===== config.mk =====
export PLATFORM = sky130hd
export DESIGN_NAME = front2_sram_arbiter
export DESIGN_NICKNAME = d
export VERILOG_FILES = /design/src/rtl/front2_arb_pkg.sv /design/src/rtl/front2_slot_timer.sv /design/src/rtl/front2_sram_arbiter.sv
export SDC_FILE = /design/constraint.sdc
export NUM_CORES = 1
export LEC_CHECK = 0
export ABC_CLOCK_PERIOD_IN_PS = 6080
export BUFFER_PORTS_ARGS = -buffer_cell sky130_fd_sc_hd__buf_4
export CORE_UTILIZATION = 45
export CTS_CLUSTER_DIAMETER = 200
export DETAILED_ROUTE_END_ITERATION = 16
export PLACE_DENSITY = 0.67
export SYNTH_ARGS = -nofsm -noshare
export SYNTH_HDL_FRONTEND = slang
export SYNTH_HIERARCHICAL = 1
export SYNTH_SLANG_ARGS = --single-unit

===== constraint.sdc =====
create_clock -name clk -period 6.08 [get_ports clk]
set_input_delay 0 -clock clk [delete_from_list [all_inputs] [get_ports clk]]
set_output_delay 0 -clock clk [all_outputs]
set_load 0.01 [all_outputs]

===== src/rtl/front2_arb_pkg.sv =====
// Shared types and constants for the Front2 sprite-SRAM arbiter:
// FSM states, strobe reset levels and the phase-counter width helper.
package front2_arb_pkg;

  typedef enum logic [1:0] {
    IDLE     = 2'd0,
    WAIT_WIN = 2'd1,
    ACCESS   = 2'd2,
    DONE     = 2'd3
  } arb_state_t;

  localparam logic V_C_RST    = 1'b0;
  localparam logic VCKN_RST   = 1'b1;
  localparam logic H3_RST     = 1'b0;
  localparam logic VRD_RST    = 1'b0;
  localparam logic VDG_RST    = 1'b1;
  localparam logic VOE_RST    = 1'b1;
  localparam logic VWE_RST    = 1'b1;
  localparam logic WAIT_N_RST = 1'b1;

  // Bits needed to count 0..slot_len-1 (slot_len is a power of two, >= 4).
  function automatic int phase_width(input int slot_len);
    int w;
    w = 1;
    for (int i = 1; i < 31; i++) begin
      if ((1 << i) < slot_len) w = i + 1;
    end
    return w;
  endfunction

endpackage


===== src/rtl/front2_slot_timer.sv =====
// Slot phase counter stepped by pix_cen, realigned by line_start, plus
// look-ahead qualifiers describing the phase that becomes current next clk.
module front2_slot_timer
  import front2_arb_pkg::*;
#(
  parameter int SLOT_LEN      = 8,
  parameter int CPU_WIN_START = 4,
  localparam int PW           = phase_width(SLOT_LEN)
) (
  input  logic          clk,
  input  logic          rst_n,
  input  logic          pix_cen,
  input  logic          line_start,
  input  logic          vblank,
  output logic [PW-1:0] phase,
  output logic          h3_nxt,
  output logic          cpu_win_next,
  output logic          video_win
);

  localparam logic [PW-1:0] WIN_START = PW'(CPU_WIN_START);

  logic [PW-1:0] phase_q;
  logic [PW-1:0] phase_d;

  // SLOT_LEN is a power of two, so the natural wrap of phase_q is the modulo.
  always_comb begin
    phase_d = phase_q;
    if (line_start) begin
      phase_d = '0;
    end else if (pix_cen) begin
      phase_d = phase_q + PW'(1);
    end
  end

  always_ff @(posedge clk or negedge rst_n) begin
    if (!rst_n) begin
      phase_q <= '0;
    end else begin
      phase_q <= phase_d;
    end
  end

  assign phase        = phase_q;
  assign h3_nxt       = phase_d[1];
  assign cpu_win_next = pix_cen && (phase_d == WIN_START);
  assign video_win    = (phase_d < WIN_START) && !vblank;

endmodule


===== src/rtl/front2_sram_arbiter.sv =====
// Front2 sprite-SRAM time-share between CPU video bus and sprite fetch.
// Optional FRONT2_ARB_STATS_EN adds a saturating wait-cycle counter.
module front2_sram_arbiter
  import front2_arb_pkg::*;
#(
  parameter int SLOT_LEN      = 8,
  parameter int CPU_WIN_START = 4,
  parameter int ACC_TICKS     = 2,
  localparam int PW           = phase_width(SLOT_LEN)
) (
  input  logic          clk,
  input  logic          VIDEO_RSTn,
  input  logic          pix_cen,
  input  logic          line_start,
  input  logic          vblank,
  input  logic          cpu_cs_n,
  input  logic          cpu_rd_n,
  input  logic          cpu_wr_n,
  output logic          cpu_wait_n,
  output logic          V_C,
  output logic          VCKn,
  output logic          H3,
  output logic [PW-1:0] phase,
  output logic          VRD,
  output logic          VDG,
  output logic          VOE,
  output logic          VWE
`ifdef FRONT2_ARB_STATS_EN
  ,
  output logic [15:0]   wait_cycles
`endif
);

  localparam logic [PW-1:0] LAST_TICK = PW'(ACC_TICKS - 1);

  arb_state_t    state_q, state_d;
  logic          we_q, we_d;
  logic [PW-1:0] tick_q, tick_d;

  logic v_c_q, vckn_q, h3_q, vrd_q, vdg_q, voe_q, vwe_q, wait_n_q;
  logic v_c_d, vckn_d, h3_d, vrd_d, vdg_d, voe_d, vwe_d, wait_n_d;

  logic h3_nxt, cpu_win_next, video_win;
  logic cpu_req, acc_d, fin_d;

  front2_slot_timer #(
    .SLOT_LEN      (SLOT_LEN),
    .CPU_WIN_START (CPU_WIN_START)
  ) u_slot_timer (
    .clk          (clk),
    .rst_n        (VIDEO_RSTn),
    .pix_cen      (pix_cen),
    .line_start   (line_start),
    .vblank       (vblank),
    .phase        (phase),
    .h3_nxt       (h3_nxt),
    .cpu_win_next (cpu_win_next),
    .video_win    (video_win)
  );

  assign cpu_req = !cpu_cs_n && (!cpu_rd_n || !cpu_wr_n);

  always_comb begin
    state_d = state_q;
    we_d    = we_q;
    tick_d  = tick_q;
    case (state_q)
      IDLE: begin
        // Write wins when both strobes are low.
        if (cpu_req) begin
          state_d = WAIT_WIN;
          we_d    = !cpu_wr_n;
        end
      end
      WAIT_WIN: begin
        if (cpu_cs_n) begin
          state_d = IDLE;
        end else if (pix_cen && (vblank || cpu_win_next)) begin
          state_d = ACCESS;
          tick_d  = '0;
        end
      end
      ACCESS: begin
        if (pix_cen) begin
          if (tick_q == LAST_TICK) state_d = DONE;
          else                     tick_d  = tick_q + PW'(1);
        end
      end
      DONE: begin
        if (cpu_cs_n) state_d = IDLE;
      end
      default: state_d = IDLE;
    endcase

    // Strobes are decoded from the next state so every output is a flop.
    acc_d    = (state_d == ACCESS);
    fin_d    = acc_d && (tick_d == LAST_TICK);
    v_c_d    = acc_d;
    vdg_d    = !acc_d;
    vrd_d    = acc_d && we_d;
    voe_d    = !(acc_d && !we_d);
    vwe_d    = !(fin_d && we_d);
    wait_n_d = !((state_d == WAIT_WIN) || acc_d);
    vckn_d   = !(video_win && !acc_d);
    h3_d     = h3_nxt;
  end

  always_ff @(posedge clk or negedge VIDEO_RSTn) begin
    if (!VIDEO_RSTn) begin
      state_q <= IDLE;
      we_q    <= 1'b0;
      tick_q  <= '0;
    end else begin
      state_q <= state_d;
      we_q    <= we_d;
      tick_q  <= tick_d;
    end
  end

  always_ff @(posedge clk or negedge VIDEO_RSTn) begin
    if (!VIDEO_RSTn) begin
      v_c_q    <= V_C_RST;
      vckn_q   <= VCKN_RST;
      h3_q     <= H3_RST;
      vrd_q    <= VRD_RST;
      vdg_q    <= VDG_RST;
      voe_q    <= VOE_RST;
      vwe_q    <= VWE_RST;
      wait_n_q <= WAIT_N_RST;
    end else begin
      v_c_q    <= v_c_d;
      vckn_q   <= vckn_d;
      h3_q     <= h3_d;
      vrd_q    <= vrd_d;
      vdg_q    <= vdg_d;
      voe_q    <= voe_d;
      vwe_q    <= vwe_d;
      wait_n_q <= wait_n_d;
    end
  end

  assign V_C        = v_c_q;
  assign VCKn       = vckn_q;
  assign H3         = h3_q;
  assign VRD        = vrd_q;
  assign VDG        = vdg_q;
  assign VOE        = voe_q;
  assign VWE        = vwe_q;
  assign cpu_wait_n = wait_n_q;

`ifdef FRONT2_ARB_STATS_EN
  logic [15:0] wait_cnt_q;

  always_ff @(posedge clk or negedge VIDEO_RSTn) begin
    if (!VIDEO_RSTn) begin
      wait_cnt_q <= '0;
    end else if (!wait_n_q && (wait_cnt_q != 16'hFFFF)) begin
      wait_cnt_q <= wait_cnt_q + 16'd1;
    end
  end

  assign wait_cycles = wait_cnt_q;
`endif

endmodule


==> results of run 1 <==
[cell type report]
cell class / instances / area, sq um
Inverter: 9 / 33.8
Tap cell: 27 / 33.8
Fill cell: 170 / 790
Timing Repair Buffer: 22 / 175
Multi-Input combinational cell: 63 / 512
Sequential cell: 17 / 432
Clock buffer: 4 / 26.3
[routing by layer]
layer	up-vias	global-route usage, %	wire length [microns]	part of all wire (%)
met1	366	26.6	1030	51
li1	372	-	-	-
met4	0	4.90	19	0.95
met3	3	2.20	71	3.5
met5	-	0	0	0
met2	17	30.6	882	44
[state kept, by name, indices dropped and copies added (netlist names)]
signal,count
H3,1
VRD,1
tick_q,3
VOE,1
we_q,1
VCKn,1
cpu_wait_n,1
state_q,2
V_C,1
u_slot_timer/phase,3
VDG,1
VWE,1
[worst min-delay path: stages]
cell     delay (ps)
buf_4           100
inv_1            40
o211a_1         100
nand2_1          60
[metrics by stage]
step / hold WS [ps] / cell area (sq um) / util (%)
after floorplan: -296 / 977 / -
after global placement: -129 / 1150 / 57.3
after detailed placement: -129 / 1150 / 57.3
after CTS: 42.0 / 1210 / 60.6
after global routing: 66.2 / 1210 / 60.6
final: 33.4 / 1210 / 60.6
[power by group through the flow]
stage          combinational (mW)  sequential [mW]  clock, mW
2_1_floorplan               0.109            0.160          0
3_3_place_gp                0.169            0.156          0
3_5_place_dp                0.172            0.157          0
4_1_cts                     0.176            0.155     0.0617
5_1_grt                     0.196            0.158     0.0654
6_report                    0.176            0.155     0.0626
[cells by family after synthesis]
kind of cell	Yosys count	share of synthesized area [%]
simple gates	30	19.1
compound gates	20	17.7
flops	17	44.2
fa+ha+maj	10	12.8
buf+inv	9	3.46
xor+xnor	2	1.79
mux	1	1.02
[worst min-delay path by stage]
| stage | start | to | slack [ps] | cells after the start |
|---|---|---|---|---|
| floorplan | VIDEO_RSTn | H3 | -300 | 0 |
| global route | vblank | VCKn | 70 | 4 |
| global placement | VIDEO_RSTn | u_slot_timer/phase[2] | -130 | 1 |
| finish | vblank | VCKn | 30 | 4 |
| detailed placement | VIDEO_RSTn | u_slot_timer/phase[2] | -130 | 1 |
| CTS | vblank | VCKn | 40 | 4 |
[placed cells by master (no fill, tap or decap), types with 2 or more instances in the layout]
master,synthesis,final
o211ai_1,2,2
buf_4,0,18
nand4bb_1,2,2
xnor2_1,2,2
clkbuf_4,0,3
nand2_1,6,6
inv_1,9,9
nand3_1,2,2
dfstp_2,5,5
nor2_1,6,6
dlygate4sd3_1,0,4
and2_1,2,2
o211ai_2,2,2
o21ai_0,2,2
nand2b_1,4,4
o211a_1,2,2
a21oi_1,2,2
dfrtp_1,12,12
ha_1,10,10
==> metrics.md, run 1 <==
| Metric | Value |
|---|---|
| CP bufs+invs | `0` |
| Fmax | `406 MHz` |
| Iteration-0 DRC Markers | `5` |
| DIE AREA | `0.00236 sq mm` |
| Flop pwr share | `39.4%` |
| Global-route wire length before repair | `3.53 mm` |
| CP Capture Point | `VWE` |
| Initial antenna violation count | `0` |
| Cells after DPL | `134` |
| Post-CTS setup buffers | `0` |
| Synth warnings | `6` |
| Comb pwr share | `44.7%` |
| CTS Root Cell | `clkbuf_4` |
| CP max stage delay | `470 ps` |
| Netlist cell types | `35` |
| Post-layout net count | `134` |
| Tcrit/Tclk final | `40.6%` |
| Actual slew at the worst max-slew pin | `353 ps` |
| Max-slew violation count | `0` |
| Via count | `758` |
| Chip Width | `48.6 microns` |
| Clock sink count | `17` |
| Total power | `0.393 mW` |
| PwrDens | `325 mW/mm^2` |
| Cell internal pwr | `0.241 mW` |
| Post-synth top area cell | `dfrtp_1` |
| Starting Density | `48.8%` |
| Max-cap viol count | `0` |
| Dpl hpwl | `1.47 mm` |
| Synth-to-Final Area Change | `24.1%` |
| # IOs | `19` |
| 1st-pass router iterations | `4` |
| Reg2Reg Depth | `10` |
| Final setup fails | `0` |
| CP max FO | `4` |
| Prevailing post-synth register cell | `dfrtp_1` |
| CTS tree | `yes` |
| Critical path class | `flop to flop` |
| CTS buffer count | `3` |
| Post-synth top area share | `30.7%` |
| # diodes | `0` |
| Final worst path period need | `2470 ps` |
| Worst setup margin | `3610 ps` |
| Post-synthesis net count | `107` |
| Critical path startpoint | `u_slot_timer/phase[0]` |
| Number of global-route vias before repair | `822` |
| Pleak | `0.579 nW` |
| Crit path cell chain | `ha_1 -> nand4bb_1 -> nor2_1 -> o211ai_1 -> a22oi_1 -> nor2_1 -> a21oi_1 -> ha_1 -> nand2_1 -> or4b_1` |
| R2r startpoint | `u_slot_timer/phase[0]` |
| Total grt overflow | `0` |
| Synth Register Bits | `17` |
| Clock group share of total power | `15.9%` |
| Total Routing Usage GR | `18.8%` |
| Levels on crit path | `10` |
| Status | `finished clean` |
| Switch share | `38.9%` |
| Peak supply drop | `0.272 mV` |
| Residual DRC | `0` |
| Post-synthesis area per instance | `11.0 sq um` |
| R2R setup slack | `3610 ps` |
| Cells after Synth | `89` |
| Synth top area cells | `dfrtp_1 (31%), dfstp_2 (13%), ha_1 (13%)` |
| Largest net degree at the start of global routing | `18` |
| Post_cts resized | `0` |
| FF-to-FF End | `VWE` |
| EDFF count, synth | `0` |
| Setup TNS | `0 ps` |
| P_sw | `0.153 mW` |
| Count leader, synth | `dfrtp_1` |
| Die height | `48.6 microns` |
| Synth Cell Area | `977 sq um` |
| Share of cells above drive strength 1 | `27.8%` |
| Worst setup EP type | `flop` |
| Clock slew at reported path FFs | `100 ps` |
| FFs w/ async S/R, synth | `100%` |
| Worst-Skew Late Latency | `300 ps` |
| Core area | `0.00200 sq mm` |
| ANT nets after route | `0` |
| CP arrival | `2690 ps` |
| Post-synth top cells | `dfrtp_1 (12), ha_1 (10), inv_1 (9)` |
| Seq/Total Area, Yosys | `44.2%` |
| WP data required | `6300 ps` |
| Worst Setup Start Kind | `flop` |
| Total detailed-routing wirelength | `2.00 mm` |
| Fin cells | `142` |
| Rows | `16` |
| Pre-CTS setup slack | `3620 ps` |
| Skew final | `1.70 ps` |
| Cts hold-fix bufs | `4` |
| Buffers from clock root to sink, at most | `2` |
| Vias per inst | `5.34` |
| Average routed wire per standard cell | `14.1 microns` |
| H-tree Lvls | `1` |
| Worst min-delay path class | `primary input to flop` |
| Slew HR | `76.5%` |
| RSZ-0062 raised after global routing | `no` |
| Top Family by Delay on Critical Path | `simple AND/OR/NAND/NOR gates` |
| Critical Path Slowest Stage Cell | `or4b_1` |
| RD Place Congestion | `0.868` |
| PortBufs | `18` |
| Endpoints failing hold | `0` |
No activity file was read; power rests on OpenSTA's default activity.
==> run 2: changes to the inputs <==
Settings changed: ABC_CLOCK_PERIOD_IN_PS 6080 to 2000, PLACE_DENSITY 0.67 to 0.7.
Clock period 6.08 ns to 2 ns, I/O delays scaled along.
==> run 2 against run 1 <==
  * The run now ends with negative setup slack left
  * Highest routed layer unchanged
  * Critical endpoint unchanged
  * First-iteration DRC count did not move
  * Via count rose by 7.3%
  * Largest cell class unchanged
  * Sequential power rose to 2.9 times the previous value
  * Design area rose by 16%
  * Sequential share of layout area fell by 5.0 points
  * Final cell count rose by 14%
  * Worst setup slack got worse by 3900 ps
  * Count of clock-buffer cells in the layout fell by 1
  * Global-route usage rose by 1.5 points
  * Register-to-register slack got worse by 3900 ps
  * Critical path depth did not move
==> metrics.md, run 2 (same netlist as run 1, synthesis figures left out) <==
| Metric | Value |
|---|---|
| Status | `finished, violations left` |
| Violated checks | `negative setup slack` |
| Endpoints failing hold | `0 (unchanged)` |
| Final setup fails | `4 (+4)` |
| CP arrival | `2530 ps (-160 ps)` |
| CTS buffer count | `3 (unchanged)` |
| DIE AREA | `0.00236 sq mm (unchanged)` |
| CTS tree | `yes` |
| Hold WS | `21.1 ps (-12.2 ps)` |
| Via count | `813 (+7.3%)` |
| # diodes | `0 (unchanged)` |
| # IOs | `19 (unchanged)` |
| Vias per inst | `5.02 (-6.0%)` |
| Core area | `0.00200 sq mm (unchanged)` |
| Skew final | `7.08 ps (+5.37 ps)` |
| Starting Density | `48.8% (unchanged)` |
| Cells after DPL | `151 (+13%)` |
| Register area | `432 sq um (unchanged)` |
| Post-Layout Inst Area | `0.00141 sq mm (+16%)` |
| CP max FO | `2 (-2)` |
| Most frequent cells in the layout | `buf_4 (36), dfrtp_1 (12), inv_1 (9)` |
| Total grt overflow | `0 (unchanged)` |
| Pre-CTS setup slack | `-333 ps (-3950 ps)` |
| RD Place Congestion | `0.826 (-4.7%)` |
| Number of global-route vias before repair | `813 (-1.1%)` |
| Post-layout net count | `154 (+15%)` |
| Actual slew at the worst max-slew pin | `318 ps (-35.2 ps)` |
| Critical path class | `flop to flop` |
| Clock sink count | `17 (unchanged)` |
| Final worst path period need | `2330 ps (-138 ps)` |
| Largest net degree at the start of global routing | `18 (unchanged)` |
| Worst setup margin | `-328 ps (-3940 ps)` |
| Rows | `16 (unchanged)` |
| Dpl hpwl | `1.62 mm (+11%)` |
| Worst min-delay path class | `primary input to flop` |
| Worst Setup Start Kind | `flop` |
| Average routed wire per standard cell | `13.4 microns (-5.3%)` |
| Multi-input gate area | `549 sq um (+7.3%)` |
| Fin cells | `162 (+14%)` |
| Max-slew violation count | `0 (unchanged)` |
| Chip Width | `48.6 microns (unchanged)` |
| Residual DRC | `0 (unchanged)` |
| Peak supply drop | `0.972 mV (+260%)` |
| Iteration-0 DRC Markers | `5 (unchanged)` |
| 1st-pass router iterations | `2 (-2)` |
| Total Routing Usage GR | `20.3% (+1.5 points)` |
| Commonest non-fill, non-tap cell in the layout | `buf_4` |
| Slew HR | `78.5% (+2.1 points)` |
| Share of cells above drive strength 1 | `43.7% (+16 points)` |
| FILL cells | `159 (-6.5%)` |
| Tcrit/Tclk final | `116% (+76 points)` |
| Global-route wire length before repair | `3.64 mm (+3.1%)` |
| PortBufs | `18 (unchanged)` |
| Fmax | `430 MHz (+5.9%)` |
| Dpl cell area | `0.00128 sq mm (+12%)` |
| PwrDens | `1010 mW/mm^2 (+210%)` |
| Worst setup EP type | `flop` |
| Clock slew at reported path FFs | `100 ps (about the same)` |
| Worst-Skew Late Latency | `290 ps (about the same)` |
| CTS Root Cell | `clkbuf_4` |
| Initial antenna violation count | `0 (unchanged)` |
| H-tree Lvls | `1 (unchanged)` |
| Pleak | `0.679 nW (+17%)` |
| RSZ-0062 raised after global routing | `yes` |
| WP data required | `2210 ps (-4090 ps)` |
| Synth-to-Final Area Change | `44.2%` |
| Total detailed-routing wirelength | `2.16 mm (+8.0%)` |
| Buffers from clock root to sink, at most | `2 (unchanged)` |
| Die height | `48.6 microns (unchanged)` |
| Max-cap viol count | `0 (unchanged)` |
| ANT nets after route | `0 (unchanged)` |
-- run 2: cell count changes in the layout (fill, tap and decap cells not counted), sizes merged --
cell,delta
clkbuf,-1
buf,+20
clkinv,+1
-- run 2: final timing paths --
path	startpoint	to	slack (ps)	cells past startpoint
worst min-delay path	line_start	u_slot_timer/phase[2]	20	3
worst max-delay path	u_slot_timer/phase[1]	VWE	-330	10
worst max register to register	u_slot_timer/phase[1]	VWE	-330	10
max in group asynchronous	VIDEO_RSTn	VWE	1650	2
min in group asynchronous	VIDEO_RSTn	u_slot_timer/phase[2]	90	2
worst min register to register	we_q	we_q	580	2
-- run 2: per-stage QoR --
| step | util, % | total power [mW] | TNS (ps) |
|---|---|---|---|
| global placement | 64.1 | 1.16 | -283 |
| global route | 70.4 | 1.55 | -966 |
| floorplan | - | 0.828 | -234 |
| finish | 70.4 | 1.43 | -522 |
| CTS | 70.4 | 1.41 | -622 |
| detailed placement | 64.1 | 1.17 | -408 |
-- run 2: layer usage --
layer,global-route usage [%],vias up,share of wire (%)
li1,-,409,-
met1,24.0,387,42
met2,36.8,15,53
met3,5.03,2,4.2
met4,4.41,0,0.65
met5,0,-,0
-- run 2: critical path, cell delays in order, from the launching register on --
cell and delay [ps]:
dfrtp_1 420, ha_4 250, nand4bb_1 180, nor2_2 130, o211ai_1 130, a22oi_1 180, nor2_1 70, a21oi_2 160
ha_2 200, nand2_1 60, or4b_1 480
-- run 2: cell type report --
type                       count  share of cell area (%)
clock buffer                   3                    1.60
clock inverter                 1                   0.355
inverter                       9                    2.40
multi-input combinational     63                    39.0
sequential                    17                    30.6
tap                           27                    2.40
timing repair buffer          42                    23.6
-- run 2: report_power, final --
group	internal (mW)	leakage [nW]	total (mW)	switching, mW
Sequential	0.428	0.214	0.455	0.0268
Clock	0.0744	0.0177	0.178	0.104
Combinational	0.412	0.447	0.796	0.384
Total	0.914	0.679	1.43	0.515
-- run 2: repair_timing --
action                                  in CTS  in global routing
resized for setup                            5                  3
pin swaps                                    1                  2
hold buffers                                 4                  0
hold endpoints to repair                    22                  0
setup buffers                                4                  2
endpoints found under the setup margin       4                  7
==> run 3: changes to the inputs <==
Settings changed: PLACE_DENSITY 0.7 to default, PLACE_DENSITY_LB_ADDON from default to 0.08.
==> run 3 against run 2 <==
  * The flow still finishes with violations (negative setup slack)
  * Utilization up 0.94 points
  * Design area is 1.3% higher
  * First-iteration DRC count grew to 3.6 times the previous value
  * Clock skew is 5.5 ps higher
  * Total power is 1.3% higher
  * Sequential power about the same
  * Hold slack better by 13 ps
  * Non-clock buffer count rose by 4
  * Count of clock-buffer cells in the layout is the same
  * Clock power about the same
  * Combinational power rose by 2%
==> metrics.md, run 3 (same netlist as run 1, synthesis figures left out) <==
| Metric | Value |
|---|---|
| Residual DRC | `0 (unchanged)` |
| 1st-pass router iterations | `4 (+2)` |
| Slew HR | `78.4% (-0.14 points)` |
| Synth-to-Final Area Change | `46.1%` |
| Worst-Skew Late Latency | `290 ps (about the same)` |
| Status | `finished, violations left` |
| Pleak | `0.698 nW (+2.8%)` |
| Global-route wire length before repair | `3.84 mm (+5.5%)` |
| Initial antenna violation count | `0 (unchanged)` |
| Crit path cell chain | `ha_1 -> nand4bb_1 -> nor2_2 -> o211ai_1 -> a22oi_1 -> nor2_1 -> a21oi_2 -> ha_2 -> nand2_1 -> or4b_1` |
| Final setup fails | `5 (+1)` |
| Cells after DPL | `155 (+2.6%)` |
| CTS Root Cell | `clkbuf_4` |
| Comb pwr share | `56.3% (+0.6 points)` |
| Worst hold start | `vblank` |
| Total grt overflow | `0 (unchanged)` |
| Hold WS | `33.8 ps (+12.7 ps)` |
| Starting Density | `48.8% (unchanged)` |
| Final worst path period need | `2360 ps (+28.7 ps)` |
| R2R setup slack | `-360 ps (-30 ps)` |
| Chip Width | `48.6 microns (unchanged)` |
| CTS buffer count | `3 (unchanged)` |
| Max-cap viol count | `0 (unchanged)` |
| Die height | `48.6 microns (unchanged)` |
| Via count | `845 (+3.9%)` |
| Post-layout net count | `158 (+2.6%)` |
| P_sw | `0.525 mW (+1.9%)` |
| H-tree Lvls | `1 (unchanged)` |
| FF-to-FF End | `VWE` |
| Vias per inst | `5.09 (+1.4%)` |
| Endpoints failing hold | `0 (unchanged)` |
| Most frequent cells in the layout | `buf_4 (41), dfrtp_1 (12), inv_1 (8), ha_1 (8)` |
| Commonest non-fill, non-tap cell in the layout | `buf_4` |
| Total power | `1.45 mW (+1.3%)` |
| Worst setup EP type | `flop` |
| Reg2Reg Depth | `10 (unchanged)` |
| Fin cells | `166 (+2.5%)` |
| Iteration-0 DRC Markers | `18 (+13)` |
| Clock sink count | `17 (unchanged)` |
| Tcrit/Tclk final | `118% (+1.4 points)` |
| Share of cells above drive strength 1 | `45.3% (+1.6 points)` |
| Total detailed-routing wirelength | `2.23 mm (+3.0%)` |
| Total Routing Usage GR | `21.4% (+1.1 points)` |
| Fmax | `424 MHz (-1.2%)` |
| Worst min-delay path class | `primary input to flop` |
| Largest net degree at the start of global routing | `18 (unchanged)` |
| Number of global-route vias before repair | `904 (+11%)` |
| CP arrival | `2560 ps (+30 ps)` |
| CTS tree | `yes` |
| Hold depth | `4 (+1)` |
| PortBufs | `18 (unchanged)` |
| Critical path class | `flop to flop` |
| # diodes | `0 (unchanged)` |
| Peak supply drop | `0.761 mV (-22%)` |
| Worst Hold End | `VCKn` |
| CP max stage delay | `470 ps (about the same)` |
| Clock slew at reported path FFs | `100 ps (about the same)` |
| Worst setup margin | `-356 ps (-28.7 ps)` |
| Rows | `16 (unchanged)` |
| Max-slew violation count | `0 (unchanged)` |
| Violated checks | `negative setup slack` |
| # IOs | `19 (unchanged)` |
| RD Place Congestion | `0.843 (+2.0%)` |
| CP max FO | `2 (unchanged)` |
| Actual slew at the worst max-slew pin | `324 ps (+6.41 ps)` |
| ANT nets after route | `0 (unchanged)` |
| Skew final | `12.6 ps (+5.48 ps)` |
| Worst Setup Start Kind | `flop` |
| Flop pwr share | `31.6% (-0.2 points)` |
| Cell internal pwr | `0.923 mW (+0.92%)` |
| RSZ-0062 raised after global routing | `yes` |
| Core area | `0.00200 sq mm (unchanged)` |
| Clock group share of total power | `12.2% (-0.3 points)` |
| PwrDens | `1010 mW/mm^2 (about the same)` |
| R2r startpoint | `u_slot_timer/phase[1]` |
| Average routed wire per standard cell | `13.4 microns (+0.48%)` |
| Switch share | `36.3% (+0.23 points)` |
| Dpl hpwl | `1.68 mm (+3.7%)` |
| WP data required | `2200 ps (about the same)` |
| DIE AREA | `0.00236 sq mm (unchanged)` |
| Buffers from clock root to sink, at most | `2 (unchanged)` |
| Critical Path Slowest Stage Cell | `or4b_1` |
==> run 3: cell types whose count changed in the layout (fill, tap and decap cells not counted), sizes merged <==
cell	change
buf	+3
dlygate4sd3	+1
==> run 3: how the worst max path moves through the flow <==
stage                               start  end  slack [ps]  cells after the start
floorplan           u_slot_timer/phase[0]  VWE        -230                     10
global placement    u_slot_timer/phase[1]  VWE        -270                     10
detailed placement  u_slot_timer/phase[1]  VWE        -330                     10
CTS                 u_slot_timer/phase[1]  VWE        -340                     10
global route        u_slot_timer/phase[1]  VWE        -450                      9
finish              u_slot_timer/phase[1]  VWE        -360                     10
==> run 3: through the flow <==
stage               setup TNS, ps  setup WS [ps]  utilization (%)  area, sq um
finish                       -782           -356             71.3         1430
global route                -1350           -448             71.3         1430
CTS                          -579           -340             70.6         1410
detailed placement           -424           -332             65.6         1310
global placement             -288           -267             65.6         1310
floorplan                    -234           -234                -          986
==> run 3: metal layers <==
metal	global-route usage (%)	wire, microns	vias up
li1	-	-	415
met1	24.9	959	403
met2	39.1	1160	23
met3	4.72	79	4
met4	5.88	29	0
met5	0	0	-
==> run 3: power by group through the flow <==
| stage | logic, mW | registers, mW | clock network (mW) |
|---|---|---|---|
| detailed placement | 0.728 | 0.465 | 0 |
| floorplan | 0.341 | 0.488 | 0 |
| CTS | 0.781 | 0.458 | 0.184 |
| global placement | 0.710 | 0.463 | 0 |
| global route | 0.893 | 0.463 | 0.199 |
| finish | 0.815 | 0.457 | 0.176 |
==> run 3: area by class of cell <==
cell class / instances / area, sq um
well taps: 27 / 33.8
clock buffers: 3 / 22.5
clock inverters: 1 / 5.00
multi-input cells: 63 / 543
fillers: 148 / 574
repair buffers: 46 / 358
flip-flops and latches: 17 / 432
inverters: 9 / 33.8
==> run 3: repair_timing <==
action,in CTS,in global routing
gates resized for setup,4,1
buffers inserted,2,1
pin swaps,1,3
cloned,0,0
hold buffers,5,0
endpoints found under the setup margin,4,6
endpoints found under the hold margin,22,0
==> run 3: worst max-delay path, delay by kind of cell, from the launching register on <==
kind                     cells  cell delay, ps
AO/OA/AOI/OAI                3             450
adder cells (fa/ha/maj)      2             520
flip-flops                   1             390
AND/OR/NAND/NOR              5             920
